**src/rtl/watch_pkg.sv**
```systemverilog
// watch_pkg: shared definitions for the watch control unit.
//   - mode_e       : RUN / SET mode encoding (o_mode mirrors it directly)
//   - btn_state_e  : per-field auto-repeat engine states
//   - CMD_*        : UART command bytes
//   - max_int      : helper used to size repeat counters
package watch_pkg;

    typedef enum logic {
        MODE_RUN = 1'b0,
        MODE_SET = 1'b1
    } mode_e;

    typedef enum logic [1:0] {
        B_IDLE   = 2'd0,
        B_HOLD   = 2'd1,
        B_REPEAT = 2'd2
    } btn_state_e;

    localparam logic [7:0] CMD_TOGGLE = 8'h54; // 'T'
    localparam logic [7:0] CMD_SEC    = 8'h73; // 's'
    localparam logic [7:0] CMD_MIN    = 8'h6D; // 'm'
    localparam logic [7:0] CMD_HOUR   = 8'h68; // 'h'

    function automatic int max_int(input int a, input int b);
        return (a > b) ? a : b;
    endfunction

endpackage

```
**src/rtl/btn_repeat.sv**
```systemverilog
// btn_repeat: auto-repeat engine for one field button.
// Ports:
//   clk, rst     : clock, asynchronous active-low reset
//   en_i         : engine allowed to run (SET mode and mode not changing)
//   edge_i       : rising edge of the button this cycle
//   held_i       : current button level
//   fire_o       : combinational increment request, registered by the parent
// A press fires immediately, again after HOLD_CYC further held cycles, then
// every REPEAT_CYC cycles while held. Release or disable returns to idle.
module btn_repeat
    import watch_pkg::*;
#(
    parameter int HOLD_CYC   = 50_000_000,
    parameter int REPEAT_CYC = 10_000_000
) (
    input  logic clk,
    input  logic rst,
    input  logic en_i,
    input  logic edge_i,
    input  logic held_i,
    output logic fire_o
);

    localparam int CNT_TOP = max_int(HOLD_CYC, REPEAT_CYC);
    localparam int CW      = (CNT_TOP > 1) ? $clog2(CNT_TOP) : 1;

    localparam logic [CW-1:0] HOLD_LAST = CW'(HOLD_CYC - 1);
    localparam logic [CW-1:0] REP_LAST  = CW'(REPEAT_CYC - 1);
    localparam logic [CW-1:0] CNT_SAT   = {CW{1'b1}};

    btn_state_e    state_q, state_d;
    logic [CW-1:0] cnt_q, cnt_d;

    function automatic logic [CW-1:0] sat_inc(input logic [CW-1:0] v);
        return (v == CNT_SAT) ? v : v + CW'(1);
    endfunction

    // Next-state logic: terminal counts fire and restart the interval.
    always_comb begin
        state_d = state_q;
        cnt_d   = cnt_q;
        fire_o  = 1'b0;
        if (!en_i || !held_i) begin
            state_d = B_IDLE;
            cnt_d   = '0;
        end else begin
            case (state_q)
                B_IDLE: begin
                    // A button already held when enabled needs a fresh edge.
                    if (edge_i) begin
                        state_d = B_HOLD;
                        cnt_d   = '0;
                        fire_o  = 1'b1;
                    end else begin
                        cnt_d = '0;
                    end
                end
                B_HOLD: begin
                    if (cnt_q == HOLD_LAST) begin
                        state_d = B_REPEAT;
                        cnt_d   = '0;
                        fire_o  = 1'b1;
                    end else begin
                        cnt_d = sat_inc(cnt_q);
                    end
                end
                B_REPEAT: begin
                    if (cnt_q == REP_LAST) begin
                        cnt_d  = '0;
                        fire_o = 1'b1;
                    end else begin
                        cnt_d = sat_inc(cnt_q);
                    end
                end
                default: begin
                    state_d = B_IDLE;
                    cnt_d   = '0;
                end
            endcase
        end
    end

    // Engine state and interval counter.
    always_ff @(posedge clk or negedge rst) begin
        if (!rst) begin
            state_q <= B_IDLE;
            cnt_q   <= '0;
        end else begin
            state_q <= state_d;
            cnt_q   <= cnt_d;
        end
    end

endmodule

```
**src/rtl/watch_cu.sv**
```systemverilog
// watch_cu: watch control unit. Turns buttons and UART command bytes into
// single-cycle increment pulses for the time datapath and tracks RUN/SET mode.
// Ports:
//   clk, rst                     : clock, asynchronous active-low reset
//   i_btn_mode/sec/min/hour      : debounced button levels, active-high
//   i_rx_data, i_rx_done         : UART byte and its one-cycle valid strobe
//   o_run_sec/min/hour           : registered increment pulses
//   o_mode                       : 0 = RUN, 1 = SET
//   o_cmd_err                    : registered pulse for a rejected UART byte
module watch_cu
    import watch_pkg::*;
#(
    parameter int HOLD_CYC   = 50_000_000,
    parameter int REPEAT_CYC = 10_000_000
) (
    input  logic       clk,
    input  logic       rst,
    input  logic       i_btn_mode,
    input  logic       i_btn_sec,
    input  logic       i_btn_min,
    input  logic       i_btn_hour,
    input  logic [7:0] i_rx_data,
    input  logic       i_rx_done,
    output logic       o_run_sec,
    output logic       o_run_min,
    output logic       o_run_hour,
    output logic       o_mode,
    output logic       o_cmd_err
);

    // Bit order everywhere: {hour, min, sec, mode}.
    logic [3:0] btn_s;
    logic [3:0] prev_q;
    logic [3:0] rise_s;
    mode_e      mode_q, mode_d;
    logic       toggle_s, in_set_s, eng_en_s;
    logic       rx_tog_s, rx_sec_s, rx_min_s, rx_hour_s, rx_field_s;
    logic [2:0] fire_s;
    logic       run_sec_q, run_min_q, run_hour_q, cmd_err_q;
    logic       run_sec_d, run_min_d, run_hour_d, cmd_err_d;

    assign btn_s  = {i_btn_hour, i_btn_min, i_btn_sec, i_btn_mode};
    assign rise_s = btn_s & ~prev_q;

    // Byte decode, mode toggling and output event merging.
    always_comb begin
        rx_tog_s   = i_rx_done && (i_rx_data == CMD_TOGGLE);
        rx_sec_s   = i_rx_done && (i_rx_data == CMD_SEC);
        rx_min_s   = i_rx_done && (i_rx_data == CMD_MIN);
        rx_hour_s  = i_rx_done && (i_rx_data == CMD_HOUR);
        rx_field_s = rx_sec_s | rx_min_s | rx_hour_s;
        toggle_s   = rise_s[0] | rx_tog_s;
        in_set_s   = (mode_q == MODE_SET);
        // Engines stay idle in RUN and in the cycle the mode leaves SET.
        eng_en_s   = in_set_s && !toggle_s;
        if (toggle_s) begin
            mode_d = in_set_s ? MODE_RUN : MODE_SET;
        end else begin
            mode_d = mode_q;
        end
        run_sec_d  = fire_s[0] | (rx_sec_s  & in_set_s);
        run_min_d  = fire_s[1] | (rx_min_s  & in_set_s);
        run_hour_d = fire_s[2] | (rx_hour_s & in_set_s);
        cmd_err_d  = i_rx_done && !rx_tog_s && !(rx_field_s && in_set_s);
    end

    // Three identical repeat engines: sec, min, hour.
    for (genvar g = 0; g < 3; g++) begin : g_eng
        btn_repeat #(
            .HOLD_CYC   (HOLD_CYC),
            .REPEAT_CYC (REPEAT_CYC)
        ) u_rep (
            .clk    (clk),
            .rst    (rst),
            .en_i   (eng_en_s),
            .edge_i (rise_s[g+1]),
            .held_i (btn_s[g+1]),
            .fire_o (fire_s[g])
        );
    end

    // Previous samples reset high so a button held through reset is not an edge.
    always_ff @(posedge clk or negedge rst) begin
        if (!rst) begin
            prev_q     <= 4'b1111;
            mode_q     <= MODE_RUN;
            run_sec_q  <= 1'b0;
            run_min_q  <= 1'b0;
            run_hour_q <= 1'b0;
            cmd_err_q  <= 1'b0;
        end else begin
            prev_q     <= btn_s;
            mode_q     <= mode_d;
            run_sec_q  <= run_sec_d;
            run_min_q  <= run_min_d;
            run_hour_q <= run_hour_d;
            cmd_err_q  <= cmd_err_d;
        end
    end

    assign o_run_sec  = run_sec_q;
    assign o_run_min  = run_min_q;
    assign o_run_hour = run_hour_q;
    assign o_cmd_err  = cmd_err_q;
    assign o_mode     = mode_q;

endmodule

```
**config.mk**
```make
export PLATFORM = sky130hd
export DESIGN_NAME = watch_cu
export DESIGN_NICKNAME = d
export VERILOG_FILES = /design/src/rtl/watch_pkg.sv /design/src/rtl/btn_repeat.sv /design/src/rtl/watch_cu.sv
export SDC_FILE = /design/constraint.sdc
export NUM_CORES = 1
export LEC_CHECK = 0
export ABC_AREA = 0
export CAP_MARGIN = 10
export CORE_MARGIN = 8
export CORE_UTILIZATION = 50
export DETAILED_ROUTE_END_ITERATION = 8
export PLACE_DENSITY_LB_ADDON = 0.3
export SLEW_MARGIN = 20
export SYNTH_ARGS = -nofsm -noshare
export SYNTH_HDL_FRONTEND = slang
export SYNTH_SLANG_ARGS = --single-unit
export TNS_END_PERCENT = 30
```
**constraint.sdc**
```tcl
create_clock -name clk -period 2.5 [get_ports clk]
set_input_delay 0.375 -clock clk [delete_from_list [all_inputs] [get_ports clk]]
set_output_delay 0.375 -clock clk [all_outputs]
set_load 0.02 [all_outputs]
```
* After elaboration in Yosys (flattened, before gate mapping)
Cells that the tools add are included.
** Storage, ports and cells
- Register bits after elaboration :: 93
- Bits in latches :: 0
- Bits in writable memories :: 0
- Bits in read-only memories :: 0
- Bits of input ports :: 15
- Output and inout bits :: 5
- Word-level logic and storage cells :: 121
- Memories kept :: 0
** Cells by class
- Add/sub/neg operators :: 3
- Multipliers :: 0
- Div/mod/pow operators :: 0
- $lt $le $gt $ge :: 0
- Equal/unequal tests :: 28
- Shift operators :: 0
- Multiplexer cells :: 43
- Bitwise gates (word level) :: 11
- Reductions and logical operators :: 24
** Operators with widths (number)
- $mux W26 :: 12
- $eq A26 B26 Y1 const B :: 6
- $pmux W26 S2 :: 3
- $add A26 B1 Y26 const B :: 3
- $eq A26 B24 Y1 const B :: 3
- $eq A8 B7 Y1 const B :: 4
- $mux W2 :: 9
- $pmux W2 S3 :: 3
- $mux W1 :: 13
- $ne A3 B1 Y1 const B :: 3
- $ne A3 B2 Y1 const B :: 3
- $pmux W1 S3 :: 3
- $reduce_and A3 Y1 :: 3
- $logic_and A1 B1 Y1 :: 8
- $logic_not A1 Y1 :: 7
- $eq A2 B1 Y1 const B :: 3
- $eq A2 B2 Y1 const B :: 3
- $logic_not A2 Y1 :: 3
- $ne A2 B1 Y1 const B :: 3
- $or A1 B1 Y1 :: 6
- $and A4 B4 Y4 :: 1
- $not A4 Y4 :: 1
- $and A1 B1 Y1 :: 3
- $logic_or A1 B1 Y1 :: 3

* Depth between registers and ports, before layout
Gate-level depths: netlist (run 1).
- Word-level depth :: 9
- Gate-level depth with buffers :: 9
- Gate-level depth less buffers :: 7

* Hierarchy
A second synthesis (run 1) with hierarchy kept.
** Unflattened totals
- Cell total of the unflattened synthesis :: 590
- Area total of the unflattened synthesis :: 5761.8 sq um
** By module, submodules not included
- btn_repeat at g_eng[0].u_rep :: instances 1, cells each 191, area each 1810.5 sq um
- btn_repeat at g_eng[1].u_rep :: instances 1, cells each 183, area each 1798.0 sq um
- btn_repeat at g_eng[2].u_rep :: instances 1, cells each 184, area each 1737.9 sq um
- watch_cu :: instances 1, cells each 32, area each 415.4 sq um

* Worst setup path before layout (run 1)
OpenSTA, ideal clock, no wires.
- Path type :: reg2reg
- Start point :: register g_eng[2].u_rep.cnt_q[8]
- End point :: register g_eng[2].u_rep.cnt_q[22]
- Arrival time :: 2.335 ns
- Data required time :: 2.370 ns
- Path slack :: 0.035 ns
- Stages on the path, launching flop included :: 8
- Clock period less this slack :: 2.465 ns
- Cell sequence :: dfrtp_1 -> or4b_1 -> or4_4 -> o41ai_4 -> a211o_1 -> buf_6 -> buf_6 -> a21oi_1
** On the way
- Longest elaborated chain between the ends :: 5
** RTL lines
- from (decl) :: RTL line btn_repeat.sv:32 : logic [CW-1:0] cnt_q, cnt_d;
- from (signal assigned) :: RTL line btn_repeat.sv:90 : cnt_q <= cnt_d;
- $add A26 B1 Y26 / $eq A26 B26 Y1 (equally long branches) :: RTL line btn_repeat.sv:35 : return (v == CNT_SAT) ? v : v + CW'(1);
- $mux W26 :: RTL line btn_repeat.sv:35
- $mux W26 (on tied branches) :: RTL line btn_repeat.sv:68, btn_repeat.sv:59
- $pmux W26 S2 * :: RTL line btn_repeat.sv:47 : case (state_q)
- $mux W26 * :: RTL line btn_repeat.sv:43 : if (!en_i || !held_i) begin
- via g_eng[2].u_rep.cnt_d[22] :: RTL line btn_repeat.sv:32
The timed path passes the listed nets; every way through them passes the cells marked *.
A chain may end at the register's enable or synchronous reset.

* Worst setup path in the final report (run 1)
- Start point :: register g_eng[2].u_rep.cnt_q[18]
- End point :: register g_eng[2].u_rep.cnt_q[2]
** On the way
- Longest elaborated chain between the ends :: 5
** RTL lines (RTL line)
- $eq A26 B26 Y1 :: btn_repeat.sv:35
- $mux W26
- $mux W26 (on tied branches) :: btn_repeat.sv:68, btn_repeat.sv:59
- $pmux W26 S2 * :: btn_repeat.sv:47
- $mux W26 * :: btn_repeat.sv:43
- via g_eng[2].u_rep.cnt_d[2] :: btn_repeat.sv:32
Marked as above.

==> impl_metrics.toml, run 1 <==
[worst_setup_path]
worstSetupStartpointType = "register"
crit_type = "register to register"
worstPathMaxFanout = 26
crit_required_ps = 2770
crit_arrival_ps = 2750
endpoint_kind = "register"
ff2ff_path_depth = 6

[clocking]
cts_sinks = 93
clock-root-buffer = "clkbuf_8"
h-tree-depth = 3
clk_path_buf_depth = 2
postCtsHoldBufs = 0
cts_tree = "done"
path_clk_slew_ps = 90
worst_skew_pair.late_latency_ps = 380
numCtsBuffers = 9
ctsResizeCount = 0
cts_setup_buffers = 0

[placement]
globalplace.congestion = 0.900
hpwl_mm = 8.91
dpl_cell_area_sq_um = 6040
dpl.cell_count = 766
port_buffers = 19

[timing]
finalMaxSlewViolations = 0
maxSlewHeadroom_pct = 57.3
hold_viol = 3
worst_pin_slew_ps = 636
max_freq_mhz = 404
period_share_pct = 99.1
timing.final.crit_period_ps = 2480
setup_viol = 0
rsz0062_at_grt = "true"
holdWs_ps = -15.9
skew_ps = 9.48
tns_ps = 0

[drt]
wl_mm = 12.7
drt-pass1-iter-count = 5
vias = 4847
drt_iter0_markers = 417
antenna_left = 0
wire_per_inst_um = 16.2
drc = 0
post_drt_via_cell_ratio = 6.20

[cells_and_area]
layout_commonest_cell = "dfrtp_1"
drive_above_1_share_pct = 10.4
fillers = 923
nets = 670
final_cell_mix = "dfrtp_1 (89), nor2_1 (52), a21oi_1 (52)"
fin_util_pct = 57.7
area_growth_pct = 13.0
fin_area_sq_um = 6230
final_cells = 782
num_antenna_cells = 0

[synthesis]
synth_edf_count = 0
synthDistinctLibCells = 62
yosysSeqAreaShare_pct = 42.3
syn_nets = 629
ys_warn_count = 0
synthCells = 596
syn_area_per_cell_sq_um = 9.24
dominantRegCellSynth = "dfrtp_1"
ys_ff_latch = 93
async_flop_share_pct = 100
syn_area_sq_um = 5510

[floorplan]
initial_core_util_pct = 51.0
die_w_um = 121
std_cell_rows = 38
die_h_um = 121
dieArea_sq_um = 14600
pin_count = 20
core_sq_um = 10800

[grt]
antenna_found_initial = 0
grt_pass1_vias = 4666
grt_usage_pct = 18.3
grt_overflow = 0
grt_pass1_wl_mm = 22.1
grt_max_degree = 47

[status]
status = "finished with violations"
violations = "hold timing"

[power_and_ir_drop]
power_density_nw_per_um2 = 445
ir_drop_mv = 0.305
p_leak_nw = 2.25

[job]
max-cap-violations = 0

[hold_path]
hold_class = "input port to asynchronous set/reset pin"
final timing paths:
path,startpoint,endpoint,slack (ps)
worst max-delay path,g_eng[2].u_rep.cnt_q[18],g_eng[2].u_rep.cnt_q[2],20
worst min-delay path,rst,g_eng[2].u_rep.state_q[0],-20
worst max register to register,g_eng[2].u_rep.cnt_q[18],g_eng[2].u_rep.cnt_q[2],20
worst min register to register,g_eng[2].u_rep.cnt_q[25],g_eng[2].u_rep.cnt_q[25],530
max in group asynchronous,rst,g_eng[2].u_rep.cnt_q[19],1850
min in group clk,i_btn_mode,prev_q[0],430
critical path, stage by stage (launching register included):
cell and delay (ps):
dfrtp_1 420, or4b_1 470, or4_4 580, o41ai_2 410, a211o_1 220, buf_12 180
nor3_1 70
sequential cells by signal, summed over array words and instances (netlist names):
register and count:
g_eng.u_rep.state_q 6, prev_q 4, o_run_min 1, o_run_sec 1, o_mode 1, o_cmd_err 1
o_run_hour 1, g_eng.u_rep.cnt_q 78
cells in the mapped netlist, drive strengths merged, types with 9 or more instances:
| master | instances | area, sq um |
|---|---|---|
| inv | 17 | 63.8 |
| a211oi | 13 | 97.6 |
| and3 | 9 | 56.3 |
| xor2 | 13 | 114 |
| or3 | 15 | 93.8 |
| nor3 | 18 | 90.1 |
| xnor2 | 23 | 201 |
| nand3 | 29 | 145 |
| dfrtp | 89 | 2230 |
| o21ai | 19 | 95.1 |
| clkbuf | 14 | 52.6 |
| nand2 | 42 | 158 |
| or4 | 18 | 139 |
| nor2 | 52 | 195 |
| ha | 18 | 225 |
| nor4 | 14 | 93.8 |
| o31ai | 16 | 120 |
| a21oi | 52 | 260 |
| nand4 | 33 | 206 |
layout make-up:
type / instances / area, sq um / share of cell area, %
clock buffer: 11 / 141 / 2.27
clock inverter: 5 / 36.3 / 0.583
inverter: 17 / 63.8 / 1.02
multi-input combinational: 466 / 3010 / 48.3
sequential: 93 / 2330 / 37.5
tap: 140 / 175 / 2.81
timing repair buffer: 50 / 470 / 7.56
metrics by stage:
stage | hold WS [ps] | setup WS (ps) | total power [mW]
floorplan | 79.4 | 35.3 | 1.73
global placement | 415 | -28.9 | 1.85
detailed placement | 429 | -69.2 | 1.87
CTS | 10.6 | 17.1 | 2.81
global route | 37.3 | -73.0 | 2.90
finish | -15.9 | 23.1 | 2.77
routing by layer:
layer	wire length [um]	up-vias	GRT usage, %
li1	-	2338	-
met1	6150	2343	25.1
met2	5620	147	27.0
met3	674	19	4.09
met4	248	0	8.43
met5	0	-	0
power breakdown:
part | switching, mW | total (mW) | internal, mW
combinational | 0.158 | 0.281 | 0.123
sequential | 0.0255 | 1.56 | 1.53
clock | 0.544 | 0.933 | 0.388
total | 0.727 | 2.77 | 2.04
kinds of logic (layout without fill, tap and decap cells):
group                      after synthesis  in the layout  synth area share (%)
adders and majority gates               18             18                  4.09
xor gates and xnor gates                36             36                  5.72
muxes                                    4              4                 0.727
AOI/OAI and AO/OA                      135            135                  16.2
DFF                                     93             93                  42.3
buffers and inverters                   37             83                  3.22
and+or+nand+nor                        273            273                  27.7
Power figures use the tool's default switching activity.
==> run 2: changes to the inputs <==
Settings changed: CORE_UTILIZATION 50 to 35.
==> run 2 against run 1 <==
The run now ends clean. Via count fell by 1.8%. Critical path depth did not move. Maximum frequency rose by 0.80%. Worst hold slack improved by 31 ps. Utilization fell by 16 points. First-iteration DRC count fell by 27%. Die area rose by 37%. Largest cell class unchanged.
==> impl_metrics.toml, run 2 (same netlist as run 1, synthesis figures left out) <==
[power_and_ir_drop]
ir_drop_mv = 0.408
power_density_nw_per_um2 = 484
p_leak_nw = 2.34
p_total_mw = 3.15

[placement]
globalplace.congestion = 0.869
dpl.cell_count = 845
hpwl_mm = 9.27
dpl_cell_area_sq_um = 6180
port_buffers = 19
preCtsSetupSlack_ps = -86.5

[grt]
grt_usage_pct = 13.6
grt_max_degree = 43
antenna_found_initial = 0
grt_pass1_wl_mm = 22.3
grt_overflow = 0
grt_pass1_vias = 4671

[clocking]
numCtsBuffers = 9
clock-root-buffer = "clkbuf_16"
cts_sinks = 93
cts_setup_buffers = 0
cts_tree = "done"
clk_path_buf_depth = 2
path_clk_slew_ps = 60
worst_skew_pair.late_latency_ps = 350
postCtsHoldBufs = 0
h-tree-depth = 3

[timing]
fin_ws_ps = 42.7
tns_ps = 0
holdWs_ps = 14.7
hold_viol = 0
setup_viol = 0
skew_ps = 10.1
period_share_pct = 98.3
maxSlewHeadroom_pct = 56.8
timing.final.crit_period_ps = 2460
worst_pin_slew_ps = 643
finalMaxSlewViolations = 0
max_freq_mhz = 407

[cells_and_area]
fin_area_sq_um = 6510
drive_above_1_share_pct = 11.0
layout_commonest_cell = "dfrtp_1"
num_antenna_cells = 0
top_regs = "g_eng.u_rep.cnt_q: 78 flops, g_eng.u_rep.state_q: 6 flops, prev_q: 4 flops"
fin_util_pct = 41.6
nets = 674
final_cells = 862
fillers = 1548
largest_reg_flops = 78
final_cell_mix = "dfrtp_1 (89), nor2_1 (52), a21oi_1 (52)"
largest_register = "g_eng.u_rep.cnt_q"
area_growth_pct = 18.1

[worst_setup_path]
endpoint_kind = "register"
worstPathMaxFanout = 26
worstSetupStartpointType = "register"
crit_required_ps = 2730
crit_arrival_ps = 2690
crit_type = "register to register"

[floorplan]
initial_core_util_pct = 35.2
pin_count = 20
die_h_um = 141
die_w_um = 141
dieArea_sq_um = 20000
core_sq_um = 15700
std_cell_rows = 46

[hold_path]
hold_class = "input port to asynchronous set/reset pin"

[drt]
drt-pass1-iter-count = 5
antenna_left = 0
wl_mm = 13.2
drt_iter0_markers = 305
vias = 4760
drc = 0
wire_per_inst_um = 15.3
post_drt_via_cell_ratio = 5.52

[job]
max-cap-violations = 0

[status]
status = "finished clean"
[run 2: cell count changes in the layout (fill, tap and decap cells not counted), sizes merged]
cell	change
buf	+3
inv	+1
clkbuf	+3
clkinvlp	-3
[run 2: worst paths after layout]
path / endpoint / cells past startpoint / slack, ps / start
max: g_eng[2].u_rep.cnt_q[2] / 6 / 40 / g_eng[2].u_rep.cnt_q[8]
min: g_eng[1].u_rep.cnt_q[16] / 1 / 10 / rst
max reg2reg: g_eng[2].u_rep.cnt_q[2] / 6 / 40 / g_eng[2].u_rep.cnt_q[8]
min reg2reg: o_mode / 1 / 530 / o_mode
max in group asynchronous: prev_q[0] / 2 / 1770 / rst
min in group clk: prev_q[2] / 1 / 500 / i_btn_min
[run 2: routing by layer]
layer  track usage, %  share of wire [%]  vias up
met4             5.03                1.5        0
li1                 -                  -     2346
met5                0                  0        -
met1             17.1                 46     2326
met2             22.3                 49       72
met3             3.23                3.3       16
[run 2: where the power goes]
group          total (mW)  internal [mW]  switching [mW]
Clock                1.30          0.730           0.568
Combinational       0.296          0.134           0.163
Sequential           1.56           1.53          0.0252
[run 2: timing repair]
item | 4_1_cts | 5_1_grt
endpoints found under the hold margin | 0 | 0
endpoints found under the setup margin | 0 | 53
resized for setup | 0 | 3
[run 2: critical path: stages, from the launching register on]
cell and delay [ps]:
dfrtp_1 380, or4b_1 520, or4_4 580, o41ai_2 390, a211o_1 220, buf_12 180, nor3_1 70
[run 2: final cells by class]
type / count / area [sq um] / area share (%)
multi-input cells: 466 / 3020 / 46.4
well taps: 216 / 270 / 4.15
clock buffers: 13 / 260 / 4.00
inverters: 17 / 63.8 / 0.981
flip-flops and latches: 93 / 2330 / 35.8
clock inverters: 3 / 18.8 / 0.288
repair buffers: 54 / 543 / 8.34
==> run 3: changes to the inputs <==
Settings changed: CTS_CLUSTER_DIAMETER set to 200.
==> results of run 3 <==
The final DEF is identical to that of run 2; final timing and power are the same.
